## config.mk

```make
export PLATFORM = sky130hd
export DESIGN_NAME = mesh_element_hs
export DESIGN_NICKNAME = d
export VERILOG_FILES = /design/src/rtl/mesh_element_hs.sv
export SDC_FILE = /design/constraint.sdc
export NUM_CORES = 1
export LEC_CHECK = 0
export BUFFER_PORTS_ARGS = -buffer_cell sky130_fd_sc_hd__buf_2
export CAP_MARGIN = 20
export CORE_MARGIN = 5
export CORE_UTILIZATION = 45
export CTS_CLUSTER_DIAMETER = 150
export CTS_CLUSTER_SIZE = 16
export DETAILED_ROUTE_END_ITERATION = 10
export HOLD_SLACK_MARGIN = 0.1
export MAX_ROUTING_LAYER = met4
export PLACE_DENSITY = 0.69
export SLEW_MARGIN = 15
export SYNTH_ARGS = -nofsm -noshare
export SYNTH_HDL_FRONTEND = slang
export SYNTH_SLANG_ARGS = --single-unit
```

## constraint.sdc

```tcl
create_clock -name clock -period 7.1 [get_ports clock]
set_input_delay 1.065 -clock clock [delete_from_list [all_inputs] [get_ports clock]]
set_output_delay 1.065 -clock clock [all_outputs]
set_load 0.005 [all_outputs]
```

## src/rtl/mesh_element_hs.sv

```systemverilog
// Mesh tile: four fixed-route directional channels, each through its own
// DEPTH-entry valid/ready FIFO, plus the serial LSB chain with one registered tap.

// Handshake (all channels): a word moves on a rising edge when valid && ready
// are both high in the preceding cycle. in_ready and out_valid come only from
// registered state, so neither side sees a combinational path through the tile.
module mesh_element_hs_fifo #(
  parameter int WIDTH = 64,
  parameter int DEPTH = 2
) (
  input  logic                         clk_i,
  input  logic                         rst_i,
  input  logic                         in_valid_i,
  output logic                         in_ready_o,
  input  logic [WIDTH-1:0]             in_bits_i,
  output logic                         out_valid_o,
  input  logic                         out_ready_i,
  output logic [WIDTH-1:0]             out_bits_o,
  output logic [$clog2(DEPTH+1)-1:0]   occ_o
);
  localparam int AW = $clog2(DEPTH);
  localparam int CW = $clog2(DEPTH+1);
  localparam logic [CW-1:0] FULL = CW'(DEPTH);

  logic [WIDTH-1:0] mem_q [DEPTH];
  logic [AW-1:0]    wr_ptr_q, wr_ptr_d;
  logic [AW-1:0]    rd_ptr_q, rd_ptr_d;
  logic [CW-1:0]    count_q, count_d;
  logic             push, pop;

  assign in_ready_o  = (count_q != FULL);
  assign out_valid_o = (count_q != '0);
  assign out_bits_o  = mem_q[rd_ptr_q];
  assign occ_o       = count_q;

  assign push = in_valid_i && in_ready_o;
  assign pop  = out_valid_o && out_ready_i;

  // DEPTH is a power of two, so pointers wrap by plain overflow.
  always_comb begin
    wr_ptr_d = wr_ptr_q;
    rd_ptr_d = rd_ptr_q;
    count_d  = count_q;
    if (push) wr_ptr_d = wr_ptr_q + AW'(1);
    if (pop)  rd_ptr_d = rd_ptr_q + AW'(1);
    if (push && !pop)      count_d = count_q + CW'(1);
    else if (pop && !push) count_d = count_q - CW'(1);
  end

  always_ff @(posedge clk_i) begin
    if (rst_i) begin
      wr_ptr_q <= '0;
      rd_ptr_q <= '0;
      count_q  <= '0;
      for (int i = 0; i < DEPTH; i++) mem_q[i] <= '0;
    end else begin
      wr_ptr_q <= wr_ptr_d;
      rd_ptr_q <= rd_ptr_d;
      count_q  <= count_d;
      if (push) mem_q[wr_ptr_q] <= in_bits_i;
    end
  end
endmodule

module mesh_element_hs #(
  parameter int WIDTH      = 64,
  parameter int DEPTH      = 2,
  parameter int LSB_CHAINS = 8,
  parameter int LSB_TAP    = 3
) (
  input  logic                        clock,
  input  logic                        reset,
  input  logic                        io_ins_down_valid,
  output logic                        io_ins_down_ready,
  input  logic [WIDTH-1:0]            io_ins_down_bits,
  input  logic                        io_ins_right_valid,
  output logic                        io_ins_right_ready,
  input  logic [WIDTH-1:0]            io_ins_right_bits,
  input  logic                        io_ins_up_valid,
  output logic                        io_ins_up_ready,
  input  logic [WIDTH-1:0]            io_ins_up_bits,
  input  logic                        io_ins_left_valid,
  output logic                        io_ins_left_ready,
  input  logic [WIDTH-1:0]            io_ins_left_bits,
  output logic                        io_outs_down_valid,
  input  logic                        io_outs_down_ready,
  output logic [WIDTH-1:0]            io_outs_down_bits,
  output logic                        io_outs_right_valid,
  input  logic                        io_outs_right_ready,
  output logic [WIDTH-1:0]            io_outs_right_bits,
  output logic                        io_outs_up_valid,
  input  logic                        io_outs_up_ready,
  output logic [WIDTH-1:0]            io_outs_up_bits,
  output logic                        io_outs_left_valid,
  input  logic                        io_outs_left_ready,
  output logic [WIDTH-1:0]            io_outs_left_bits,
  output logic [$clog2(DEPTH+1)-1:0]  io_occ_down,
  output logic [$clog2(DEPTH+1)-1:0]  io_occ_right,
  output logic [$clog2(DEPTH+1)-1:0]  io_occ_up,
  output logic [$clog2(DEPTH+1)-1:0]  io_occ_left,
  input  logic [LSB_CHAINS-1:0]       io_lsbIns,
  output logic [LSB_CHAINS-1:0]       io_lsbOuts
);
  // Each output is fed by the input arriving from the opposite-turned side.
  mesh_element_hs_fifo #(.WIDTH(WIDTH), .DEPTH(DEPTH)) u_down_to_left (
    .clk_i      (clock),
    .rst_i      (reset),
    .in_valid_i (io_ins_down_valid),
    .in_ready_o (io_ins_down_ready),
    .in_bits_i  (io_ins_down_bits),
    .out_valid_o(io_outs_left_valid),
    .out_ready_i(io_outs_left_ready),
    .out_bits_o (io_outs_left_bits),
    .occ_o      (io_occ_left)
  );

  mesh_element_hs_fifo #(.WIDTH(WIDTH), .DEPTH(DEPTH)) u_right_to_up (
    .clk_i      (clock),
    .rst_i      (reset),
    .in_valid_i (io_ins_right_valid),
    .in_ready_o (io_ins_right_ready),
    .in_bits_i  (io_ins_right_bits),
    .out_valid_o(io_outs_up_valid),
    .out_ready_i(io_outs_up_ready),
    .out_bits_o (io_outs_up_bits),
    .occ_o      (io_occ_up)
  );

  mesh_element_hs_fifo #(.WIDTH(WIDTH), .DEPTH(DEPTH)) u_up_to_right (
    .clk_i      (clock),
    .rst_i      (reset),
    .in_valid_i (io_ins_up_valid),
    .in_ready_o (io_ins_up_ready),
    .in_bits_i  (io_ins_up_bits),
    .out_valid_o(io_outs_right_valid),
    .out_ready_i(io_outs_right_ready),
    .out_bits_o (io_outs_right_bits),
    .occ_o      (io_occ_right)
  );

  mesh_element_hs_fifo #(.WIDTH(WIDTH), .DEPTH(DEPTH)) u_left_to_down (
    .clk_i      (clock),
    .rst_i      (reset),
    .in_valid_i (io_ins_left_valid),
    .in_ready_o (io_ins_left_ready),
    .in_bits_i  (io_ins_left_bits),
    .out_valid_o(io_outs_down_valid),
    .out_ready_i(io_outs_down_ready),
    .out_bits_o (io_outs_down_bits),
    .occ_o      (io_occ_down)
  );

  // LSB chain shifts down by one position; only the tap position is registered.
  logic tap_q, tap_d;
  logic lsb_unused;

  assign tap_d      = io_lsbIns[LSB_TAP+1];
  assign lsb_unused = io_lsbIns[0];

  always_ff @(posedge clock) begin
    if (reset) tap_q <= 1'b0;
    else       tap_q <= tap_d;
  end

  always_comb begin
    io_lsbOuts = '0;
    for (int i = 0; i < LSB_CHAINS-1; i++) begin
      io_lsbOuts[i] = (i == LSB_TAP) ? tap_q : io_lsbIns[i+1];
    end
    io_lsbOuts[LSB_CHAINS-1] = io_outs_left_bits[0];
  end
endmodule

```

==> results of run 1 <==
==> cells in the final DEF, fill, tap and decap left out, drive strengths merged <==
cell,count
nor2b,1
clkbuf,70
a21bo,4
xor2,12
clkinv,1
buf,563
mux2,256
or2,4
edfxtp,512
o21ai,8
or3,4
nand3b,4
ha,4
and2,4
nand3,4
nand2b,268
a21oi,8
diode,18
nor2,524
dfxtp,21
==> worst min-delay path by stage <==
stage / endpoint
after floorplan: flop
after global placement: u_right_to_up.rd_ptr_q$_SDFFE_PP0P_
after detailed placement: flop
after CTS: flop
after global routing: u_left_to_down.rd_ptr_q$_SDFFE_PP0P_
final: u_left_to_down.rd_ptr_q$_SDFFE_PP0P_
==> worst max-delay path: stages, from the launching register on <==
cell and delay [ns]:
dfxtp_2 0.31, buf_4 0.68, mux2_2 0.43, buf_2 0.15
==> power groups by stage <==
stage / clock (mW) / sequential, mW / combinational (mW)
3_5_place_dp: 0 / 4.18 / 2.29
2_1_floorplan: 0 / 4.14 / 1.44
4_1_cts: 2.19 / 4.11 / 2.31
3_3_place_gp: 0 / 4.14 / 2.28
5_1_grt: 2.31 / 4.15 / 2.45
6_report: 2.13 / 4.10 / 2.26
==> layout make-up <==
| cell class | instances | area (um^2) |
|---|---|---|
| fill | 4519 | 24500 |
| sequential | 533 | 15800 |
| multi-input combinational | 1105 | 7000 |
| timing repair buffer | 563 | 2880 |
| clock buffer | 70 | 1130 |
| tap | 688 | 861 |
| antenna | 18 | 45.0 |
| clock inverter | 1 | 16.3 |
==> flip-flops by register name, indices dropped and copies added (netlist names), 2 cells and up, named ones only <==
| signal | count |
|---|---|
| u_down_to_left.mem_q | 128 |
| u_left_to_down.mem_q | 128 |
| u_right_to_up.mem_q | 128 |
| u_up_to_right.mem_q | 128 |
| u_down_to_left.occ_o | 2 |
| u_left_to_down.occ_o | 2 |
| u_right_to_up.occ_o | 2 |
| u_up_to_right.occ_o | 2 |
==> cell families after synthesis <==
| kind of cell | after synthesis |
|---|---|
| AOI/OAI and AO/OA | 20 |
| xor gates and xnor gates | 12 |
| adders and majority gates | 4 |
| buffers and inverters | 123 |
| DFF | 533 |
| muxes | 256 |
| and+or+nand+nor | 813 |
==> Yosys cell counts, drive strengths merged <==
cell,count,area (um^2)
xor2,12,105
or2,4,25.0
a21oi,8,40.0
nand3b,4,45.0
o21ai,8,40.0
mux2,256,2880
edfxtp,512,15400
ha,4,50.1
clkbuf,30,113
or3,4,25.0
nand2b,268,1690
dfxtp,21,420
buf,93,757
nand3,4,20.0
and2,4,25.0
a21bo,4,40.0
nor2b,1,6.26
nor2,524,1970
==> per-stage QoR <==
step | instance area (um^2) | power [mW]
6_report | 27700 | 8.50
5_1_grt | 27700 | 8.91
4_1_cts | 27700 | 8.60
3_5_place_dp | 26500 | 6.47
3_3_place_gp | 26500 | 6.43
2_1_floorplan | 23600 | 5.58
==> layer usage <==
| metal | share of wire, % | track usage, % | vias to the layer above |
|---|---|---|---|
| met2 | 51 | 32.2 | 434 |
| li1 | - | - | 7043 |
| met3 | 7.5 | 4.74 | 87 |
| met1 | 39 | 23.1 | 7259 |
| met5 | 0 | - | - |
| met4 | 3.0 | 6.35 | 0 |
==> summary.txt, run 1 <==
status -> finished, final reports clean
CTS hold repair buffers -> 0
post-synthesis register bit count -> 533
R2R Path Start -> u_right_to_up.occ_o[0]$_SDFFE_PP0P_
P_leak -> 11.3 nW
die area -> 0.0572 mm^2
Final WS setup -> 3.85 ns
Ys Warns -> 0
min-delay src -> u_left_to_down.rd_ptr_q$_SDFFE_PP0P_
fraction of layout cells with a size suffix above 1 -> 39.3%
hold depth -> 2
Synth Area in Simple Gates -> 16.1%
P_int -> 6.09 mW
Area Growth Syn to Fin -> 17.4%
post-synthesis mux area share -> 12.2%
worst hold path class -> flop to flop
area of the mapped netlist -> 0.0236 mm^2
DRT antenna net count -> 0
largest net degree at the start of global routing -> 96
Post-CTS Resized -> 0
I/O Pins -> 554
R2R Setup Slk -> 4.46 ns
max_slew headroom -> 38.2%
Cell variety after synth -> 21
drt initial violations -> 802
final setup fails -> 0
clock power share -> 25.1%
row count -> 84
combinational share of power -> 26.6%
Final Cycle Share -> 45.8%
detailed-route via count -> 14800
Critical Path RT -> 6.03 ns
RR Endpoint -> u_right_to_up.mem_q[1][18]$_SDFFCE_PN0P_
Port Buffers -> 540
cell count after synthesis -> 1761
switching share of power -> 28.3%
Die Ht -> 239 um
WP data arrival -> 2.19 ns
TritonCTS clock tree -> yes
WL/cell -> 18.9 um
Die Width -> 239 um
H-tree depth -> 2
Reg clk slew, reported paths -> 0.07 ns
largest family of logic cells by synthesized area -> simple AND/OR/NAND/NOR gates
switching power -> 2.41 mW
Slew @ Worst Pin -> 0.927 ns
pre-CTS WS -> 3.44 ns
fin. max-slew vios -> 0
syn_area_per_cell -> 13.4 um^2
Critical path destination -> io_outs_right_bits[3]
Core ar. -> 0.0522 mm^2
post-route minimum period -> 3.25 ns
Layout Skew -> 0.0129 ns
clk buf depth -> 3
WHS -> 0.508 ns
Layout Cells excl Fill -> 2978
Setup crit end kind -> primary output
first-pass GRT wire length -> 84200 um
Clk Latency, worst-skew pair -> 0.55 ns
vias per inst -> 4.98
CP Max Fanout -> 64
antenna violations before repair -> 16
Final Wtd Congestion -> 0.788
Core Util, Final -> 53.1%
cell count of the worst reg-to-reg path -> 5
adder-cell share of the synthesized area -> 0.212%
Num CTS Buffers -> 39
FMAX -> 308 MHz
Setup TNS -> 0 ns
Routed WL -> 56400 um
xor and xnor fraction of the mapped netlist area -> 0.445%
RSZ-0062 raised after global routing -> no
# clock sinks -> 533
vias in the first global route -> 15300
post-synthesis sequential area ratio -> 66.9%
Max Cap Viol -> 0
First-pass DRT Iterations -> 5
Net Count, Synth -> 2039
critical path class -> flop to primary output
Final nets -> 2520
final hold vios -> 0
Post-CTS Repair Setup Buffers -> 0
global route overflow -> 0
Cells after DPL -> 2889
Synth Area in Compound Gates -> 0.508%
Detailed Place HPWL -> 35700 um
Reg power frac -> 48.3%
initial core utilization -> 45.2%
Startpoint Class -> flop
Peak supply drop -> 215 uV
Total Routing Usage GR -> 19.3%
number of remaining DRC errors -> 0
clk root buf -> clkbuf_16
power density cells -> 306 mW/mm^2
No activity file was read; power rests on OpenSTA's default activity.
==> run 2: changes to the inputs <==
--- a/config.mk
+++ b/config.mk
@@ -14,7 +14,7 @@
 export DETAILED_ROUTE_END_ITERATION = 10
 export HOLD_SLACK_MARGIN = 0.1
 export MAX_ROUTING_LAYER = met4
-export PLACE_DENSITY = 0.69
+export PLACE_DENSITY = 0.71
 export SLEW_MARGIN = 15
 export SYNTH_ARGS = -nofsm -noshare
 export SYNTH_HDL_FRONTEND = slang
==> constraint.sdc (replaced) <==
create_clock -name clock -period 2.9 [get_ports clock]
set_input_delay 0.435 -clock clock [delete_from_list [all_inputs] [get_ports clock]]
set_output_delay 0.435 -clock clock [all_outputs]
set_load 0.005 [all_outputs]
==> run 2 against run 1 <==
Die area did not move. Critical path depth did not move. Sequential share of layout area fell by 0.55 points. Register-to-register slack got worse by 3.7 ns. Critical endpoint is now io_outs_left_bits[24]. Largest cell class unchanged.
==> summary.txt, run 2 (synthesis results as in run 1) <==
Detailed Place HPWL -> 36900 um
WL/cell -> 18.9 um
Final Cycle Share -> 88.9%
RSZ-0062 raised after global routing -> no
Post-CTS Resized -> 0
Critical Path RT -> 2.47 ns
Total Routing Usage GR -> 19.3%
most frequent cells in the layout -> 539 x buf_2, 524 x nor2_1, 512 x edfxtp_1
Filler cells -> 4458
number of remaining DRC errors -> 0
First-pass DRT Iterations -> 5
detailed-route via count -> 15000
RR Endpoint -> u_down_to_left.mem_q[0][48]$_SDFFCE_PN0P_
FMAX -> 388 MHz
commonest non-fill, non-tap cell in the layout -> buf_2
# clock sinks -> 533
DRT antenna net count -> 0
Core ar. -> 0.0522 mm^2
global route overflow -> 0
WHS -> 0.198 ns
drt initial violations -> 968
max_slew headroom -> 48.9%
CP Max Fanout -> 29
Max Cap Viol -> 0
final setup fails -> 0
Num CTS Buffers -> 39
Critical path destination -> io_outs_left_bits[24]
WP data arrival -> 2.14 ns
Setup crit end kind -> primary output
vias in the first global route -> 15500
clk root buf -> clkbuf_16
antenna violations before repair -> 14
Routed WL -> 56400 um
Final Wtd Congestion -> 0.794
Die Width -> 239 um
Layout Skew -> 0.0160 ns
final hold vios -> 0
Reg clk slew, reported paths -> 0.07 ns
I/O Pins -> 554
TritonCTS clock tree -> yes
power density cells -> 748 mW/mm^2
Final nets -> 2532
Peak supply drop -> 448 uV
first-pass GRT wire length -> 84900 um
Clk Latency, worst-skew pair -> 0.55 ns
R2R Path Start -> u_down_to_left.occ_o[0]$_SDFFE_PP0P_
worst hold path class -> primary input to flop
critical path class -> flop to primary output
H-tree depth -> 2
Port Buffers -> 540
post-route minimum period -> 2.58 ns
CTS hold repair buffers -> 0
row count -> 84
Slew @ Worst Pin -> 0.767 ns
fraction of layout cells with a size suffix above 1 -> 39.6%
status -> finished, final reports clean
R2R Setup Slk -> 0.81 ns
initial core utilization -> 45.2%
Startpoint Class -> flop
cell count of the worst reg-to-reg path -> 4
die area -> 0.0572 mm^2
Setup TNS -> 0 ns
clk buf depth -> 3
largest net degree at the start of global routing -> 75
Post-CTS Repair Setup Buffers -> 0
Die Ht -> 239 um
Area Growth Syn to Fin -> 18.6%
vias per inst -> 5.01
P_leak -> 11.4 nW
fin. max-slew vios -> 0
run 2: per-layer routing:
metal  GRT usage (%)  up-vias  share of wire (%)
li1                -     7068                  -
met1            23.4     7314                 38
met2            32.3      499                 51
met3            4.76       87                7.7
met4            5.69        0                3.1
met5               -        -                  0
run 2: area by class of cell:
type / instances / area, um^2 / share of cell area [%]
antenna: 15 / 37.5 / 0.134
clock buffer: 70 / 1130 / 4.05
clock inverter: 1 / 16.3 / 0.0581
multi-input combinational: 1105 / 7000 / 25.0
sequential: 533 / 15800 / 56.4
tap: 688 / 861 / 3.07
timing repair buffer: 575 / 3160 / 11.3
run 2: stage by stage:
stage / util, % / setup WS [ns] / total power, mW / area [um^2] / std cells
after detailed placement: 51.3 / 0.837 / 16.0 / 26800 / 2901
after CTS: 53.5 / 0.271 / 21.2 / 28000 / 2972
after floorplan: - / 0.114 / 13.7 / 23600 / 1761
after global placement: 51.3 / 0.869 / 15.8 / 26800 / 2901
final: 53.6 / 0.322 / 21.0 / 28000 / 2987
after global routing: 53.6 / 0.222 / 22.0 / 28000 / 2986
run 2: how the worst min path moves through the flow:
stage / depth (start not counted) / to / slack (ns) / start
after floorplan: 2 / flop / 0.47 / u_right_to_up.rd_ptr_q$_SDFFE_PP0P_
after global placement: 2 / u_right_to_up.rd_ptr_q$_SDFFE_PP0P_ / 0.48 / u_right_to_up.rd_ptr_q$_SDFFE_PP0P_
after detailed placement: 2 / u_right_to_up.rd_ptr_q$_SDFFE_PP0P_ / 0.49 / u_right_to_up.rd_ptr_q$_SDFFE_PP0P_
after CTS: 3 / u_down_to_left.mem_q[1][48]$_SDFFCE_PN0P_ / 0.16 / io_ins_down_bits[48]
after global routing: 3 / u_down_to_left.mem_q[1][48]$_SDFFCE_PN0P_ / 0.18 / io_ins_down_bits[48]
final: 3 / u_down_to_left.mem_q[1][57]$_SDFFCE_PN0P_ / 0.20 / io_ins_down_bits[57]
run 2: report_power, final:
group | switching, mW | total (mW) | internal (mW)
registers | 0.394 | 10.1 | 9.71
clock network | 2.55 | 5.21 | 2.66
logic | 2.99 | 5.63 | 2.65
run 2: worst max-delay path, stage by stage (launching register included):
cell and delay, ns:
dfxtp_2 0.78, buf_12 0.28, mux2_2 0.37, buf_2 0.13
==> run 3: changes to the inputs <==
--- a/config.mk
+++ b/config.mk
@@ -8,13 +8,12 @@
 export BUFFER_PORTS_ARGS = -buffer_cell sky130_fd_sc_hd__buf_2
 export CAP_MARGIN = 20
 export CORE_MARGIN = 5
-export CORE_UTILIZATION = 45
+export CORE_UTILIZATION = 36
 export CTS_CLUSTER_DIAMETER = 150
 export CTS_CLUSTER_SIZE = 16
 export DETAILED_ROUTE_END_ITERATION = 10
 export HOLD_SLACK_MARGIN = 0.1
 export MAX_ROUTING_LAYER = met4
-export PLACE_DENSITY = 0.71
 export SLEW_MARGIN = 15
 export SYNTH_ARGS = -nofsm -noshare
 export SYNTH_HDL_FRONTEND = slang
==> run 3 against run 2 <==
Power is 0.46% higher. Combinational power grew 0.9%. Register-to-register slack better by 0.24 ns. Clock skew decreased by 0.00070 ns. Via count shrank 0.34%.
==> summary.txt, run 3 (synthesis results as in run 1) <==
Setup TNS -> 0 ns
R2R Setup Slk -> 1.05 ns
design area -> 0.0282 mm^2
Layout Cells excl Fill -> 3159
largest net degree at the start of global routing -> 96
Slew @ Worst Pin -> 0.804 ns
critical path class -> flop to primary output
Die Ht -> 266 um
Die Width -> 266 um
Final Cycle Share -> 88.2%
drt initial violations -> 893
Cells after DPL -> 3078
TritonCTS clock tree -> yes
Reg area -> 0.0158 mm^2
# clock sinks -> 533
cell family with most CP delay -> flip-flops
antenna violations before repair -> 9
Layout Skew -> 0.0153 ns
status -> finished, final reports clean
initial core utilization -> 36.1%
Detailed Place HPWL -> 38600 um
Peak supply drop -> 452 uV
global route overflow -> 0
Critical Path RT -> 2.47 ns
Core ar. -> 0.0654 mm^2
Num CTS Buffers -> 39
first-pass GRT wire length -> 88800 um
max_slew headroom -> 46.4%
Setup crit end kind -> primary output
min-delay src -> io_ins_right_bits[1]
Clk Latency, worst-skew pair -> 0.56 ns
DRT antenna net count -> 0
Total Routing Usage GR -> 16.2%
Area Growth Syn to Fin -> 19.2%
fraction of layout cells with a size suffix above 1 -> 39.6%
multi-input gate area in the final layout -> 0.00700 mm^2
most frequent cells in the layout -> 539 x buf_2, 524 x nor2_1, 512 x edfxtp_1
die area -> 0.0708 mm^2
H-tree depth -> 2
final hold vios -> 0
Routed WL -> 59000 um
clk buf depth -> 3
R2R Path Start -> u_right_to_up.occ_o[0]$_SDFFE_PP0P_
Startpoint Class -> flop
power density cells -> 747 mW/mm^2
number of remaining DRC errors -> 0
P_leak -> 11.4 nW
Worst path slowest cell -> dfxtp_2
Filler cells -> 6203
detailed-route via count -> 14900
crit-path max cell delay -> 0.68 ns
RSZ-0062 raised after global routing -> no
Final nets -> 2534
First-pass DRT Iterations -> 5
clk root buf -> clkbuf_16
CP Max Fanout -> 45
Post-CTS Repair Setup Buffers -> 0
Reg clk slew, reported paths -> 0.08 ns
vias per inst -> 4.72
Final Wtd Congestion -> 0.793
final setup fails -> 0
commonest non-fill, non-tap cell in the layout -> buf_2
worst hold path class -> primary input to flop
WL/cell -> 18.7 um
post-route minimum period -> 2.56 ns
CP cell instances -> buf_12, mux2_2, buf_2
FMAX -> 391 MHz
worst path bufs/invs -> 2
fin. max-slew vios -> 0
Port Buffers -> 540
Max Cap Viol -> 0
I/O Pins -> 554
row count -> 94
vias in the first global route -> 15400
Placement Cell Area -> 0.0270 mm^2
WP data arrival -> 2.12 ns
[run 3: path summary, 6_finish.rpt]
check	cells past startpoint	to
worst max-delay path	3	io_outs_left_bits[30]
worst min-delay path	3	u_right_to_up.mem_q[1][1]$_SDFFCE_PN0P_
worst min register to register	2	u_up_to_right.rd_ptr_q$_SDFFE_PP0P_
worst max register to register	4	u_right_to_up.mem_q[0][59]$_SDFFCE_PN0P_
[run 3: worst register-to-register path, stage by stage (launching register included)]
cell and delay (ns):
dfxtp_1 0.40, nand2b_2 0.27, nand3b_2 0.12, buf_4 0.61, nor2_1 0.18
[run 3: area by class of cell]
cell class | count | area share (%)
Antenna cell | 9 | 0.0800
Tap cell | 864 | 3.84
Clock buffer | 70 | 4.03
Clock inverter | 1 | 0.0577
Timing Repair Buffer | 577 | 11.1
Sequential cell | 533 | 56.1
Multi-Input combinational cell | 1105 | 24.8
[run 3: report_power, final]
| group | internal (mW) | switching, mW | leakage, nW |
|---|---|---|---|
| Sequential | 9.71 | 0.391 | 5.62 |
| Clock | 2.66 | 2.61 | 0.546 |
| Combinational | 2.62 | 3.05 | 5.23 |
| Total | 15.0 | 6.05 | 11.4 |
[run 3: metrics by stage]
step,power [mW],setup WS (ns),hold slack [ns],util (%)
6_report,21.0,0.342,0.198,43.1
5_1_grt,22.1,0.222,0.175,43.1
4_1_cts,21.4,0.288,0.140,43.0
3_5_place_dp,16.1,0.898,0.487,41.3
3_3_place_gp,16.0,0.897,0.485,41.3
2_1_floorplan,13.7,0.114,0.472,-
[run 3: metal layers]
metal	vias to the layer above	track usage, %	routed length, um
met4	0	3.78	1260
met1	7404	19.7	23700
met3	71	3.92	3790
li1	7040	-	-
met2	402	27.7	30200
met5	-	-	0
[run 3: what timing repair did]
item                       CTS  global route
setup endpoints to repair    0             0
hold buffers                 1             0
gates resized for setup      0             0
hold endpoints to repair     1             0
